### src/rtl/seven_seg_pkg.sv
// rtl/seven_seg_pkg.sv - shared constants and segment decode for the multiplexed 7-segment driver
package seven_seg_pkg;

    localparam logic [6:0]  SEG_BLANK  = 7'b000_0000;
    localparam logic [31:0] DIGITS_OFF = 32'hFFFF_FFFF;

    // Segment order is {g,f,e,d,c,b,a}, active-high.
    function automatic logic [6:0] hex_to_segments(input logic [3:0] hex);
        logic [6:0] seg;
        case (hex)
            4'h0: seg = 7'b011_1111;
            4'h1: seg = 7'b000_0110;
            4'h2: seg = 7'b101_1011;
            4'h3: seg = 7'b100_1111;
            4'h4: seg = 7'b110_0110;
            4'h5: seg = 7'b110_1101;
            4'h6: seg = 7'b111_1101;
            4'h7: seg = 7'b000_0111;
            4'h8: seg = 7'b111_1111;
            4'h9: seg = 7'b110_1111;
            4'hA: seg = 7'b111_0111;
            4'hB: seg = 7'b111_1100;
            4'hC: seg = 7'b011_1001;
            4'hD: seg = 7'b101_1110;
            4'hE: seg = 7'b111_1001;
            default: seg = 7'b111_0001;
        endcase
        return seg;
    endfunction

endpackage

### src/rtl/multiplex_7seg_display_if.sv
// rtl/multiplex_7seg_display_if.sv - display register inputs and extension-port pin outputs
interface multiplex_7seg_display_if #(
    parameter int NUM_DIGITS = 16
);
    logic [4*NUM_DIGITS-1:0] digits;
    logic [NUM_DIGITS-1:0]   decimal_points;
    logic [NUM_DIGITS-1:0]   show_only_these;
    logic [3:0]              brightness;
    logic                    suppress_lz;
    logic [7:0]              extseg_out;
    logic [NUM_DIGITS-1:0]   extdigit_out;
    logic                    frame_start;

    modport master (
        output digits, decimal_points, show_only_these, brightness, suppress_lz,
        input  extseg_out, extdigit_out, frame_start
    );

    modport slave (
        input  digits, decimal_points, show_only_these, brightness, suppress_lz,
        output extseg_out, extdigit_out, frame_start
    );
endinterface

### src/rtl/display_slot_timer.sv
// rtl/display_slot_timer.sv - slot counter, digit index, PWM subinterval and snapshot strobe
module display_slot_timer #(
    parameter int PRESCALE     = 65536,
    parameter int BLANK_CYCLES = 64,
    parameter int NUM_DIGITS   = 16,
    localparam int IDX_W       = $clog2(NUM_DIGITS)
) (
    input  logic             CLK,
    input  logic             RST_N,
    output logic             in_blank,
    output logic [3:0]       sub,
    output logic [IDX_W-1:0] idx,
    output logic             snapshot
);
    localparam int CNT_W   = $clog2(PRESCALE);
    localparam int SUB_LEN = (PRESCALE - BLANK_CYCLES) / 16;
    localparam int FRAC_W  = (SUB_LEN > 1) ? $clog2(SUB_LEN) : 1;

    logic [CNT_W-1:0]  cnt_q, cnt_d;
    logic [IDX_W-1:0]  idx_q, idx_d;
    logic [3:0]        sub_q, sub_d;
    logic [FRAC_W-1:0] frac_q, frac_d;
    logic              wrap;

    // sub is tracked incrementally alongside cnt so no divider is needed.
    always_comb begin
        wrap   = (cnt_q == CNT_W'(PRESCALE - 1));
        cnt_d  = cnt_q + CNT_W'(1);
        idx_d  = idx_q;
        sub_d  = sub_q;
        frac_d = frac_q;
        if (wrap) begin
            cnt_d = '0;
            idx_d = (idx_q == IDX_W'(NUM_DIGITS - 1)) ? '0 : idx_q + IDX_W'(1);
        end
        if (wrap || (cnt_q < CNT_W'(BLANK_CYCLES))) begin
            sub_d  = '0;
            frac_d = '0;
        end else if (frac_q == FRAC_W'(SUB_LEN - 1)) begin
            frac_d = '0;
            sub_d  = sub_q + 4'd1;
        end else begin
            frac_d = frac_q + FRAC_W'(1);
        end
    end

    always_ff @(posedge CLK or negedge RST_N) begin
        if (!RST_N) begin
            cnt_q  <= '0;
            idx_q  <= '0;
            sub_q  <= '0;
            frac_q <= '0;
        end else begin
            cnt_q  <= cnt_d;
            idx_q  <= idx_d;
            sub_q  <= sub_d;
            frac_q <= frac_d;
        end
    end

    assign in_blank = (cnt_q < CNT_W'(BLANK_CYCLES));
    assign sub      = sub_q;
    assign idx      = idx_q;
    assign snapshot = (cnt_q == '0) && (idx_q == '0);

endmodule

### src/rtl/multiplex_7seg_display.sv
// rtl/multiplex_7seg_display.sv - frame-coherent multiplexed 7-segment driver with PWM and zero blanking
module multiplex_7seg_display
    import seven_seg_pkg::*;
#(
    parameter int NUM_DIGITS   = 16,
    parameter int DIGIT_BITS   = 4,
    parameter int PRESCALE     = 65536,
    parameter int BLANK_CYCLES = 64,
    localparam int IDX_W       = $clog2(NUM_DIGITS)
) (
    input  logic                     CLK,
    input  logic                     RST_N,
    multiplex_7seg_display_if.slave  disp
);
    localparam logic [3:0] DIGIT_MASK = (DIGIT_BITS == 3) ? 4'h7 : 4'hF;

    logic             in_blank;
    logic [3:0]       sub;
    logic [IDX_W-1:0] idx;
    logic             snapshot;

    display_slot_timer #(
        .PRESCALE     (PRESCALE),
        .BLANK_CYCLES (BLANK_CYCLES),
        .NUM_DIGITS   (NUM_DIGITS)
    ) u_timer (
        .CLK      (CLK),
        .RST_N    (RST_N),
        .in_blank (in_blank),
        .sub      (sub),
        .idx      (idx),
        .snapshot (snapshot)
    );

    logic [4*NUM_DIGITS-1:0] digits_q, digits_d;
    logic [NUM_DIGITS-1:0]   dp_q, dp_d;
    logic [NUM_DIGITS-1:0]   show_q, show_d;
    logic [3:0]              bright_q, bright_d;
    logic                    slz_q, slz_d;

    logic [7:0]              seg_q, seg_d;
    logic [NUM_DIGITS-1:0]   dig_q, dig_d;
    logic                    fs_q, fs_d;

    logic [NUM_DIGITS-1:0]   is_zero, zero_from, suppress;
    logic [3:0]              cur_digit;
    logic                    drive;

    // The snapshot cycle decodes from the values being latched so the first slot of a frame is coherent.
    always_comb begin
        digits_d = snapshot ? disp.digits          : digits_q;
        dp_d     = snapshot ? disp.decimal_points  : dp_q;
        show_d   = snapshot ? disp.show_only_these : show_q;
        bright_d = snapshot ? disp.brightness      : bright_q;
        slz_d    = snapshot ? disp.suppress_lz     : slz_q;
    end

    always_comb begin
        is_zero   = '0;
        zero_from = '0;
        for (int i = 0; i < NUM_DIGITS; i++) begin
            is_zero[i] = ((digits_d[4*i +: 4] & DIGIT_MASK) == 4'h0);
        end
        zero_from[NUM_DIGITS-1] = is_zero[NUM_DIGITS-1];
        for (int i = NUM_DIGITS - 2; i >= 0; i--) begin
            zero_from[i] = is_zero[i] & zero_from[i+1];
        end
        suppress = slz_d ? {zero_from[NUM_DIGITS-1:1], 1'b0} : '0;
    end

    always_comb begin
        cur_digit = digits_d[{idx, 2'b00} +: 4] & DIGIT_MASK;
        drive     = !in_blank && (sub <= bright_d) && show_d[idx];
        seg_d     = {1'b0, SEG_BLANK};
        dig_d     = DIGITS_OFF[NUM_DIGITS-1:0];
        fs_d      = snapshot;
        if (drive) begin
            seg_d = {dp_d[idx], suppress[idx] ? SEG_BLANK : hex_to_segments(cur_digit)};
            dig_d = ~(NUM_DIGITS'(1) << idx);
        end
    end

    always_ff @(posedge CLK or negedge RST_N) begin
        if (!RST_N) begin
            digits_q <= '0;
            dp_q     <= '0;
            show_q   <= '0;
            bright_q <= '0;
            slz_q    <= 1'b0;
            seg_q    <= '0;
            dig_q    <= DIGITS_OFF[NUM_DIGITS-1:0];
            fs_q     <= 1'b0;
        end else begin
            digits_q <= digits_d;
            dp_q     <= dp_d;
            show_q   <= show_d;
            bright_q <= bright_d;
            slz_q    <= slz_d;
            seg_q    <= seg_d;
            dig_q    <= dig_d;
            fs_q     <= fs_d;
        end
    end

    assign disp.extseg_out   = seg_q;
    assign disp.extdigit_out = dig_q;
    assign disp.frame_start  = fs_q;

endmodule
### src/flat_wrapper.sv
// flat-port wrapper written by rule: the top's interface ports become plain ports
module multiplex_7seg_display_flat import seven_seg_pkg::*;
#(
    parameter int NUM_DIGITS   = 16,
    parameter int DIGIT_BITS   = 4,
    parameter int PRESCALE     = 65536,
    parameter int BLANK_CYCLES = 64,
    localparam int IDX_W       = $clog2(NUM_DIGITS)
)
  (CLK, RST_N, disp_digits, disp_decimal_points, disp_show_only_these, disp_brightness, disp_suppress_lz, disp_extseg_out, disp_extdigit_out, disp_frame_start);
  multiplex_7seg_display_if #(.NUM_DIGITS(NUM_DIGITS)) disp_i ();
  input  logic CLK;
  input  logic RST_N;
  input wire logic [$bits(disp_i.digits)-1:0] disp_digits;
  input wire logic [$bits(disp_i.decimal_points)-1:0] disp_decimal_points;
  input wire logic [$bits(disp_i.show_only_these)-1:0] disp_show_only_these;
  input wire logic [$bits(disp_i.brightness)-1:0] disp_brightness;
  input wire logic [$bits(disp_i.suppress_lz)-1:0] disp_suppress_lz;
  output wire logic [$bits(disp_i.extseg_out)-1:0] disp_extseg_out;
  output wire logic [$bits(disp_i.extdigit_out)-1:0] disp_extdigit_out;
  output wire logic [$bits(disp_i.frame_start)-1:0] disp_frame_start;
  assign disp_i.digits = disp_digits;
  assign disp_i.decimal_points = disp_decimal_points;
  assign disp_i.show_only_these = disp_show_only_these;
  assign disp_i.brightness = disp_brightness;
  assign disp_i.suppress_lz = disp_suppress_lz;
  assign disp_extseg_out = disp_i.extseg_out;
  assign disp_extdigit_out = disp_i.extdigit_out;
  assign disp_frame_start = disp_i.frame_start;
  multiplex_7seg_display #(.NUM_DIGITS(NUM_DIGITS), .DIGIT_BITS(DIGIT_BITS), .PRESCALE(PRESCALE), .BLANK_CYCLES(BLANK_CYCLES)) u_core (.CLK(CLK), .RST_N(RST_N), .disp(disp_i));
endmodule
### config.mk
export PLATFORM = sky130hd
export DESIGN_NAME = multiplex_7seg_display_flat
export DESIGN_NICKNAME = d
export VERILOG_FILES = /design/src/rtl/seven_seg_pkg.sv /design/src/rtl/multiplex_7seg_display_if.sv /design/src/rtl/display_slot_timer.sv /design/src/rtl/multiplex_7seg_display.sv /design/src/flat_wrapper.sv
export SDC_FILE = /design/constraint.sdc
export NUM_CORES = 1
export LEC_CHECK = 0
export CORE_MARGIN = 8
export CORE_UTILIZATION = 45
export CTS_CLUSTER_DIAMETER = 200
export DETAILED_ROUTE_END_ITERATION = 10
export GPL_ROUTABILITY_DRIVEN = 0
export GPL_TIMING_DRIVEN = 0
export PLACE_DENSITY_LB_ADDON = 0.3
export SYNTH_ARGS = -nofsm -noshare
export SYNTH_HDL_FRONTEND = slang
export SYNTH_SLANG_ARGS = --single-unit
### constraint.sdc
create_clock -name CLK -period 14.6 [get_ports CLK]
set_input_delay 2.19 -clock CLK [delete_from_list [all_inputs] [get_ports CLK]]
set_output_delay 2.19 -clock CLK [all_outputs]
set_load 0.1 [all_outputs]
# Word-level counts from Yosys, hierarchy flattened
# Memories as Yosys holds them, arrays and structs flattened.
# Index checks and enable logic that the tools add are counted.
# W data, S select, Z words.
[totals]
word_cells = 84
romBits = 112
inputBits = 103
mem_count = 1
output_inout_bits = 25
regBits = 162
[mem_list]
columns = ["name", "words", "word_bits", "rd", "rd_ports_with_merged_regs", "write_ports", "line", "source"]
rows = [
  ["(name not given)", 16, 7, 1, 0, 0, "seven_seg_pkg.sv:10", "case (hex)"],
]
[classes]
n_lt_le_gt_ge = 3
add_sub_neg = 4
n_reduce_logical = 23
eq_ne = 3
bitwise_logic = 15
shift = 2
mux = 21
[op_table]
columns = ["op", "count"]
rows = [
  ["$mux W16", 5],
  ["$logic_not A4 Y1", 16],
  ["$mux W64", 1],
  ["$shiftx A64 B7 Y4", 1],
  ["$mux W12", 2],
  ["$add A16 B1 Y16 const B", 1],
  ["$eq A16 B16 Y1 const B", 1],
  ["$logic_not A16 Y1", 1],
  ["$lt A16 B7 Y1 const B", 1],
  ["$mux W4", 4],
  ["$not A16 Y16", 1],
  ["$shl A1 B4 Y16 const A", 1],
  ["$and A1 B1 Y1", 14],
  ["$add A12 B1 Y12 const B", 1],
  ["$bmux W1 S4", 3],
  ["$eq A12 B12 Y1 const B", 1],
  ["$add A4 B1 Y4 const B", 2],
  ["$mux W8", 1],
  ["$mux W7", 1],
  ["$lt A4 B5 Y1 const B", 1],
  ["$eq A4 B4 Y1 const B", 1],
  ["$le A4 B4 Y1", 1],
  ["$mux W1", 4],
  ["$logic_and A1 B1 Y1", 3],
  ["3 further kinds", 3],
]

# Logic depth before layout (Yosys ltp)
[depth]
depth_word = 23
ltp_mapped = 23
mapped_depth_nobuf = 17

# Modules after synthesis
# A second synthesis with hierarchy kept.
[hier_totals]
cells_unflattened = 674
area_unflattened_um2 = 8065.2
[by_module_without_submodules]
columns = ["mod", "instances", "cells_per_inst", "seq_area_each_um2", "area_per_inst_um2"]
rows = [
  ["multiplex_7seg_display", 1, 497, 3173.0, 6294.8],
  ["display_slot_timer", 1, 177, 900.9, 1770.4],
]

# Least setup slack after synthesis
# No wires, ideal clock.
[synth_timing]
kind = "flip-flop to flip-flop"
startpoint = "register u_core.u_timer.idx_q[1], in the netlist u_core.u_timer.idx[1]"
endpoint = "register u_core.seg_q[5], in the netlist u_core.disp.extseg_out[5]"
t_arrival_ps = 4601
required_time_ps = 14512
slack_ps = 9910
stages_incl_launch_ff = 24
cell_sequence = "dfrtp_1 inv_2 buf_1 clkbuf_1 ha_1 and4_1 buf_6 nand2_4 clkinv_1 buf_2 clkbuf_1 clkbuf_1 nand2_1 nand2_1 ha_1 nor2b_1 o21ai_0 nand2b_1 a21oi_1 a41oi_1 a211o_1 a211oi_1 o211a_1 nor3b_1"
[synth_via]
word_cells_on_any_way = 47
classes_between = "order compare (1); shift (1); mux (11); bitwise (14); reduce/logical (19); memory (1)"
[synth_lines]
columns = ["item", "line", "source"]
rows = [
  ["start, declared", "display_slot_timer.sv:20", "logic [IDX_W-1:0] idx_q, idx_d;"],
  ["start signal, assigned", "display_slot_timer.sv:55", "idx_q <= idx_d;"],
  ["$logic_not A4 Y1", "display_slot_timer.sv:64", "assign snapshot = (cnt_q == '0) && (idx_q == '0);"],
  ["$logic_and A1 B1 Y1", "display_slot_timer.sv:64", ""],
  ["net u_core.fs_d", "multiplex_7seg_display.sv:43", "logic fs_q, fs_d;"],
  ["$mux W4", "multiplex_7seg_display.sv:54", "bright_d = snapshot ? disp.brightness : bright_q;"],
  ["net u_core.bright_d[0]", "multiplex_7seg_display.sv:38", "logic [3:0] bright_q, bright_d;"],
  ["$le A4 B4 Y1", "multiplex_7seg_display.sv:73", "drive = !in_blank && (sub <= bright_d) && show_d[idx];"],
  ["$logic_and A1 B1 Y1 (2 in a row)", "multiplex_7seg_display.sv:73", ""],
  ["$mux W8", "multiplex_7seg_display.sv:77", "if (drive) begin"],
  ["net u_core.seg_d[5]", "multiplex_7seg_display.sv:41", "logic [7:0] seg_q, seg_d;"],
  ["end signal, assigned", "multiplex_7seg_display.sv:99", "seg_q <= seg_d;"],
  ["end, declared", "multiplex_7seg_display.sv:41", ""],
]
# The timed path passes the listed nets, and every way through them passes these cells. The select of a mux whose other input is x is not followed.
# A chain may end at the register's enable or synchronous reset.

# Final worst setup path
[layout_timing]
startpoint = "register u_core.u_timer.idx_q[1], in the netlist u_core.u_timer.idx[1]"
endpoint = "register u_core.seg_q[1], in the netlist u_core.disp.extseg_out[1]"
# The elaborated chain is that of the path after synthesis.

==> report_table.html <==
<table>
<tr><th>Metric</th><th>Value</th></tr>
<tr><th colspan="2">Yosys</th></tr>
<tr><td>Dominant cell by count in the synthesized netlist</td><td>sky130_fd_sc_hd__nand2_1</td></tr>
<tr><td>Part of the Yosys area used for sequential elements</td><td>around half</td></tr>
<tr><td>Fraction of registers with async set/reset</td><td>100%</td></tr>
<tr><td>Top FF cell, synth</td><td>sky130_fd_sc_hd__dfrtp_1</td></tr>
<tr><td>Area fraction of the dominant cell type after synthesis</td><td>43.8%</td></tr>
<tr><td>Number of synthesized register bits</td><td>162</td></tr>
<tr><td>Yosys warning total</td><td>0</td></tr>
<tr><td>Most area-consuming cells after synthesis</td><td>sky130_fd_sc_hd__dfrtp_1 44%, sky130_fd_sc_hd__nand2_1 10%, sky130_fd_sc_hd__mux2_2 5.7%, sky130_fd_sc_hd__dfstp_2 5.0%, sky130_fd_sc_hd__mux4_2 4.3%</td></tr>
<tr><td>Number of distinct library cell variants in the gate-level netlist after synthesis</td><td>66</td></tr>
<tr><td>Top cell type by total area after synthesis</td><td>sky130_fd_sc_hd__dfrtp_1</td></tr>
<tr><td>EDFF count, synth</td><td>0</td></tr>
<tr><td>Mapped Cells</td><td>862</td></tr>
<tr><td>Top post-synthesis cells by count</td><td>229 x sky130_fd_sc_hd__nand2_1, 146 x sky130_fd_sc_hd__dfrtp_1, 54 x sky130_fd_sc_hd__nor2_1, 42 x sky130_fd_sc_hd__mux2_2, 36 x sky130_fd_sc_hd__nand3_1</td></tr>
<tr><td>Total standard cell area after synthesis</td><td>8350 sq um</td></tr>
<tr><td>Syn nets</td><td>984</td></tr>
<tr><td>Mean instance size in the synthesized netlist</td><td>roughly 9.7 sq um</td></tr>
<tr><th colspan="2">STA</th></tr>
<tr><td>Worst-margin pin slew</td><td>roughly 1.2 ns</td></tr>
<tr><td>Setup violations, final</td><td>0</td></tr>
<tr><td>Relative slew slack</td><td>approximately 17%</td></tr>
<tr><td>Max-slew violation count</td><td>0</td></tr>
<tr><td>Maximum operating frequency</td><td>about 130 MHz</td></tr>
<tr><td>Sum of negative setup slack</td><td>0 ns</td></tr>
<tr><td>Final hold violations</td><td>0</td></tr>
<tr><td>Setup Skew</td><td>between 0.009 and 0.01 ns</td></tr>
<tr><td>RSZ-0062 raised after global routing</td><td>false</td></tr>
<tr><td>Final Critical Period</td><td>7.43 ns</td></tr>
<tr><td>Worst Setup Slack, final</td><td>slightly above 7 ns</td></tr>
<tr><td>Final period utilization</td><td>between 50% and 60%</td></tr>
<tr><th colspan="2">CTS</th></tr>
<tr><td>CTS resizes</td><td>0</td></tr>
<tr><td>Clk root buf</td><td>sky130_fd_sc_hd__clkbuf_16</td></tr>
<tr><td>Clock sinks</td><td>between 150 and 200</td></tr>
<tr><td>Number of hold buffers added after CTS</td><td>0</td></tr>
<tr><td>CTS tree</td><td>built</td></tr>
<tr><td>CTS max path bufs</td><td>2</td></tr>
<tr><td>Clock-pin slew on the worst setup and hold paths</td><td>roughly 0.070 ns</td></tr>
<tr><td>Worst-skew pair later-pin latency</td><td>between 0.4 and 0.5 ns</td></tr>
<tr><td>H-tree depth</td><td>4</td></tr>
<tr><td>Clock buffer count from CTS</td><td>17</td></tr>
<tr><td>Post-CTS repair timing setup buffer count</td><td>0</td></tr>
<tr><th colspan="2">Hold path</th></tr>
<tr><td>Hold path depth</td><td>1</td></tr>
<tr><td>Worst-case hold path end point</td><td>u_core.u_timer.frac_q[0]</td></tr>
<tr><td>Path class of the lowest-slack min-delay path</td><td>reg2reg</td></tr>
<tr><td>Startpoint of the worst hold path</td><td>u_core.u_timer.frac_q[0]</td></tr>
<tr><th colspan="2">Worst setup path</th></tr>
<tr><td>R2R depth</td><td>23</td></tr>
<tr><td>Slack of the worst reg-to-reg path</td><td>between 7 and 8 ns</td></tr>
<tr><td>Kind of launch point of the worst setup path</td><td>flop</td></tr>
<tr><td>Critical setup path kind</td><td>reg2reg</td></tr>
<tr><td>Most common cell on crit path</td><td>sky130_fd_sc_hd__clkbuf_1</td></tr>
<tr><td>Worst r2r dst</td><td>u_core.disp.extseg_out[1]</td></tr>
<tr><td>Endpoint class of the critical path</td><td>flop</td></tr>
<tr><td>Crit path buf inv count</td><td>8</td></tr>
<tr><td>CP required</td><td>~15 ns</td></tr>
<tr><td>Launching point of the worst reg2reg path</td><td>u_core.u_timer.idx[1]</td></tr>
<tr><td>Largest delay share family, worst path</td><td>buffers and inverters</td></tr>
<tr><td>CP cell instances</td><td>inv_2 -&gt; buf_1 -&gt; clkbuf_1 -&gt; ha_1 -&gt; and4_1 -&gt; buf_6 -&gt; nand2_4 -&gt; clkinv_1 -&gt; buf_2 -&gt; clkbuf_1 -&gt; clkbuf_1 -&gt; nand2_1 -&gt; nand2_1 -&gt; ha_1 -&gt; nor2b_1 -&gt; o21ai_0 -&gt; nand2b_1 -&gt; a21oi_1 -&gt; a41oi_1 -&gt; a211o_1 -&gt; a211oi_1 -&gt; o211a_1 -&gt; o221a_1</td></tr>
<tr><td>Delay of the slowest critical-path stage</td><td>between 0.9 and 1 ns</td></tr>
<tr><td>Signal arrival time at the worst endpoint</td><td>approximately 7.8 ns</td></tr>
<tr><td>Crit-path slowest cell</td><td>sky130_fd_sc_hd__a211oi_1</td></tr>
<tr><td>Highest fanout seen on the critical path</td><td>11</td></tr>
<tr><th colspan="2">Floorplan</th></tr>
<tr><td>Die Y</td><td>152 um</td></tr>
<tr><td>Number of placement rows</td><td>50</td></tr>
<tr><td>Starting utilization of the core area</td><td>a little under half</td></tr>
<tr><td>Total Die Area</td><td>between 20,000 and 25,000 sq um</td></tr>
<tr><td>Core Area</td><td>around 18,000 sq um</td></tr>
<tr><td>Die Width</td><td>between 150 and 200 um</td></tr>
<tr><td>Io pins</td><td>128</td></tr>
<tr><th colspan="2">Drt</th></tr>
<tr><td>Length of the first detailed-routing pass in iterations</td><td>5</td></tr>
<tr><td>Total wire length</td><td>26.2 mm</td></tr>
<tr><td>DRT antenna net count</td><td>0</td></tr>
<tr><td>Detail-routed via count per cell</td><td>around 6</td></tr>
<tr><td>DRC marker count from the first detailed-route iteration</td><td>860</td></tr>
<tr><td>Avg WL per Cell</td><td>~21 um</td></tr>
<tr><td>Vias</td><td>around 7,400</td></tr>
<tr><td>Post-route DRC violation count</td><td>0</td></tr>
<tr><th colspan="2">Finish</th></tr>
<tr><td>Final instance count without filler cells</td><td>about 1,300</td></tr>
<tr><td>Finished Cell Area</td><td>around 11,000 sq um</td></tr>
<tr><td>Area of the multi-input gates</td><td>between 3000 and 4000 sq um</td></tr>
<tr><td>Nets</td><td>between 1,000 and 1,500</td></tr>
<tr><td>Area occupied by registers</td><td>between 4000 and 5000 sq um</td></tr>
<tr><td>Number of fillers in the final layout</td><td>1,622</td></tr>
<tr><td>Layout cells sized above 1</td><td>approximately 12%</td></tr>
<tr><td>Number of diodes</td><td>0</td></tr>
<tr><td>P&amp;R area growth vs syn</td><td>26.3%</td></tr>
<tr><th colspan="2">Global routing</th></tr>
<tr><td>Total grt overflow</td><td>0</td></tr>
<tr><td>Global routing usage summed across all routing layers</td><td>22.7%</td></tr>
<tr><td>Global-route wire length before repair</td><td>roughly 41 mm</td></tr>
<tr><td>Number of antenna violations at the first check in global routing</td><td>0</td></tr>
<tr><td>Maximum number of pins on one net before global-route repair</td><td>100</td></tr>
<tr><td>Vias in the first global route</td><td>approximately 7,400</td></tr>
<tr><th colspan="2">Place</th></tr>
<tr><td>Number of placed instances, taps included</td><td>between 1,000 and 1,500</td></tr>
<tr><td>Estimated wirelength of the detail-placed design</td><td>roughly 19 mm</td></tr>
<tr><td>Count of port buffers added during placement</td><td>about 130</td></tr>
<tr><td>Post-place setup slack</td><td>7.50 ns</td></tr>
<tr><td>Post-DP Area</td><td>~9900 sq um</td></tr>
<tr><th colspan="2">Pwr</th></tr>
<tr><td>Power density over cell area</td><td>96.2 nW/um^2</td></tr>
<tr><td>Peak supply drop</td><td>approximately 84 uV</td></tr>
<tr><td>Leakage dissipation</td><td>around 4.5 nW</td></tr>
<tr><th colspan="2">Flow run</th></tr>
<tr><td>Max Cap Violations</td><td>0</td></tr>
<tr><th colspan="2">Status</th></tr>
<tr><td>Run status</td><td>finished, final reports clean</td></tr>
</table>
==> stage by stage <==
stage	utilization, %	total power [mW]	hold slack (ns)
final	57.2	1.01	0.455
after detailed placement	53.9	0.558	0.450
after global placement	53.7	0.556	0.448
after CTS	57.2	1.02	0.459
after global routing	57.2	1.05	0.494
after floorplan	-	0.505	0.433
==> worst reg2reg max path, stage by stage (launching register included) <==
cell and delay [ns]:
sky130_fd_sc_hd__dfrtp_1 0.48, sky130_fd_sc_hd__inv_2 0.23, sky130_fd_sc_hd__buf_1 0.64, sky130_fd_sc_hd__clkbuf_1 0.69
sky130_fd_sc_hd__ha_1 0.46, sky130_fd_sc_hd__and4_1 0.27, sky130_fd_sc_hd__buf_6 0.17, sky130_fd_sc_hd__nand2_4 0.11
sky130_fd_sc_hd__clkinv_1 0.18, sky130_fd_sc_hd__buf_2 0.32, sky130_fd_sc_hd__clkbuf_1 0.40, sky130_fd_sc_hd__clkbuf_1 0.58
sky130_fd_sc_hd__nand2_1 0.12, sky130_fd_sc_hd__nand2_1 0.13, sky130_fd_sc_hd__ha_1 0.15, sky130_fd_sc_hd__nor2b_1 0.04
sky130_fd_sc_hd__o21ai_0 0.13, sky130_fd_sc_hd__nand2b_1 0.08, sky130_fd_sc_hd__a21oi_1 0.14, sky130_fd_sc_hd__a41oi_1 0.08
sky130_fd_sc_hd__a211o_1 0.37, sky130_fd_sc_hd__a211oi_1 0.98, sky130_fd_sc_hd__o211a_1 0.37, sky130_fd_sc_hd__o221a_1 0.24
==> logic make-up (layout without fill, tap and decap cells) <==
kind of cell / after synthesis / after routing / synth area share [%]
simple gates: 405 / 405 / 21.6
buf+inv: 69 / 229 / 3.61
flops: 162 / 162 / 48.8
xor+xnor: 26 / 26 / 2.73
compound gates: 108 / 108 / 8.68
mux: 73 / 73 / 11.8
fa+ha+maj: 19 / 19 / 2.85
==> worst max path at each step <==
stage	endpoint	slack, ns	depth (start not counted)	startpoint
global placement	u_core.disp.extseg_out[5]	4.76	1	RST_N
CTS	u_core.disp.extseg_out[1]	7.42	23	u_core.u_timer.idx[1]
floorplan	u_core.disp.extseg_out[5]	9.91	23	u_core.u_timer.idx[1]
finish	u_core.disp.extseg_out[1]	7.17	23	u_core.u_timer.idx[1]
global route	u_core.disp.extseg_out[5]	6.88	23	u_core.u_timer.idx[1]
detailed placement	u_core.disp.extseg_out[1]	7.50	23	u_core.u_timer.idx[1]
==> final cells by class <==
| cell class | count | share of cell area (%) |
|---|---|---|
| clock inverter | 12 | 1.48 |
| sequential | 162 | 38.6 |
| buffer | 46 | 2.04 |
| tap | 234 | 2.78 |
| timing repair buffer | 128 | 12.4 |
| multi-input combinational | 631 | 37.7 |
| clock buffer | 20 | 4.23 |
| inverter | 23 | 0.818 |
==> placed cells by master, fill, tap and decap left out, types with 3 or more instances in the layout <==
| master | n |
|---|---|
| sky130_fd_sc_hd__o211ai_1 | 5 |
| sky130_fd_sc_hd__nand4_1 | 11 |
| sky130_fd_sc_hd__a211oi_1 | 3 |
| sky130_fd_sc_hd__mux2_2 | 42 |
| sky130_fd_sc_hd__o21ai_0 | 32 |
| sky130_fd_sc_hd__a21oi_1 | 22 |
| sky130_fd_sc_hd__clkinvlp_4 | 3 |
| sky130_fd_sc_hd__dfstp_2 | 16 |
| sky130_fd_sc_hd__inv_1 | 21 |
| sky130_fd_sc_hd__nor3b_1 | 3 |
| sky130_fd_sc_hd__dfrtp_1 | 146 |
| sky130_fd_sc_hd__clkdlybuf4s50_1 | 126 |
| sky130_fd_sc_hd__nor2b_1 | 3 |
| sky130_fd_sc_hd__xnor2_1 | 15 |
| sky130_fd_sc_hd__or4_1 | 8 |
| sky130_fd_sc_hd__buf_2 | 7 |
| sky130_fd_sc_hd__nand2_1 | 229 |
| sky130_fd_sc_hd__a22oi_1 | 6 |
| sky130_fd_sc_hd__nor4_1 | 22 |
| sky130_fd_sc_hd__and2_1 | 5 |
| sky130_fd_sc_hd__xor2_1 | 11 |
| sky130_fd_sc_hd__ha_1 | 19 |
| sky130_fd_sc_hd__a211o_1 | 3 |
| sky130_fd_sc_hd__and3_1 | 9 |
| sky130_fd_sc_hd__nor3_1 | 14 |
| sky130_fd_sc_hd__mux2i_1 | 15 |
| sky130_fd_sc_hd__buf_6 | 4 |
| sky130_fd_sc_hd__a31oi_1 | 4 |
| sky130_fd_sc_hd__a311oi_1 | 4 |
| sky130_fd_sc_hd__mux4_2 | 16 |
| sky130_fd_sc_hd__nand3_1 | 36 |
| sky130_fd_sc_hd__bufinv_16 | 3 |
| sky130_fd_sc_hd__buf_1 | 4 |
| sky130_fd_sc_hd__clkbuf_16 | 17 |
| sky130_fd_sc_hd__nor2_1 | 54 |
| sky130_fd_sc_hd__clkbuf_1 | 32 |
==> power breakdown <==
group	internal [mW]	leakage, nW	switching (mW)
clock network	0.274	0.285	0.189
logic	0.0427	2.29	0.0374
registers	0.463	1.96	0.00803
==> registers in the layout (all words and copies together), names as in the netlist, 4 cells and up <==
signal	cells
u_core.dp_q	16
u_core.digits_q	64
u_core.show_q	16
u_core.u_timer.cnt_q	16
u_core.disp.extseg_out	8
u_core.u_timer.frac_q	12
u_core.disp.extdigit_out	16
u_core.u_timer.idx	4
u_core.bright_q	4
u_core.u_timer.sub	4
==> layer usage <==
metal  routed length (um)  vias to the layer above  GRT usage [%]  part of all wire (%)
li1                     -                     3303              -                     -
met1                11100                     3553           30.1                    42
met2                11700                      455           34.9                    45
met3                 2730                       60           6.15                    10
met4                  699                        0           8.90                   2.7
met5                    0                        -              0                     0
No activity file was read; power rests on OpenSTA's default activity.
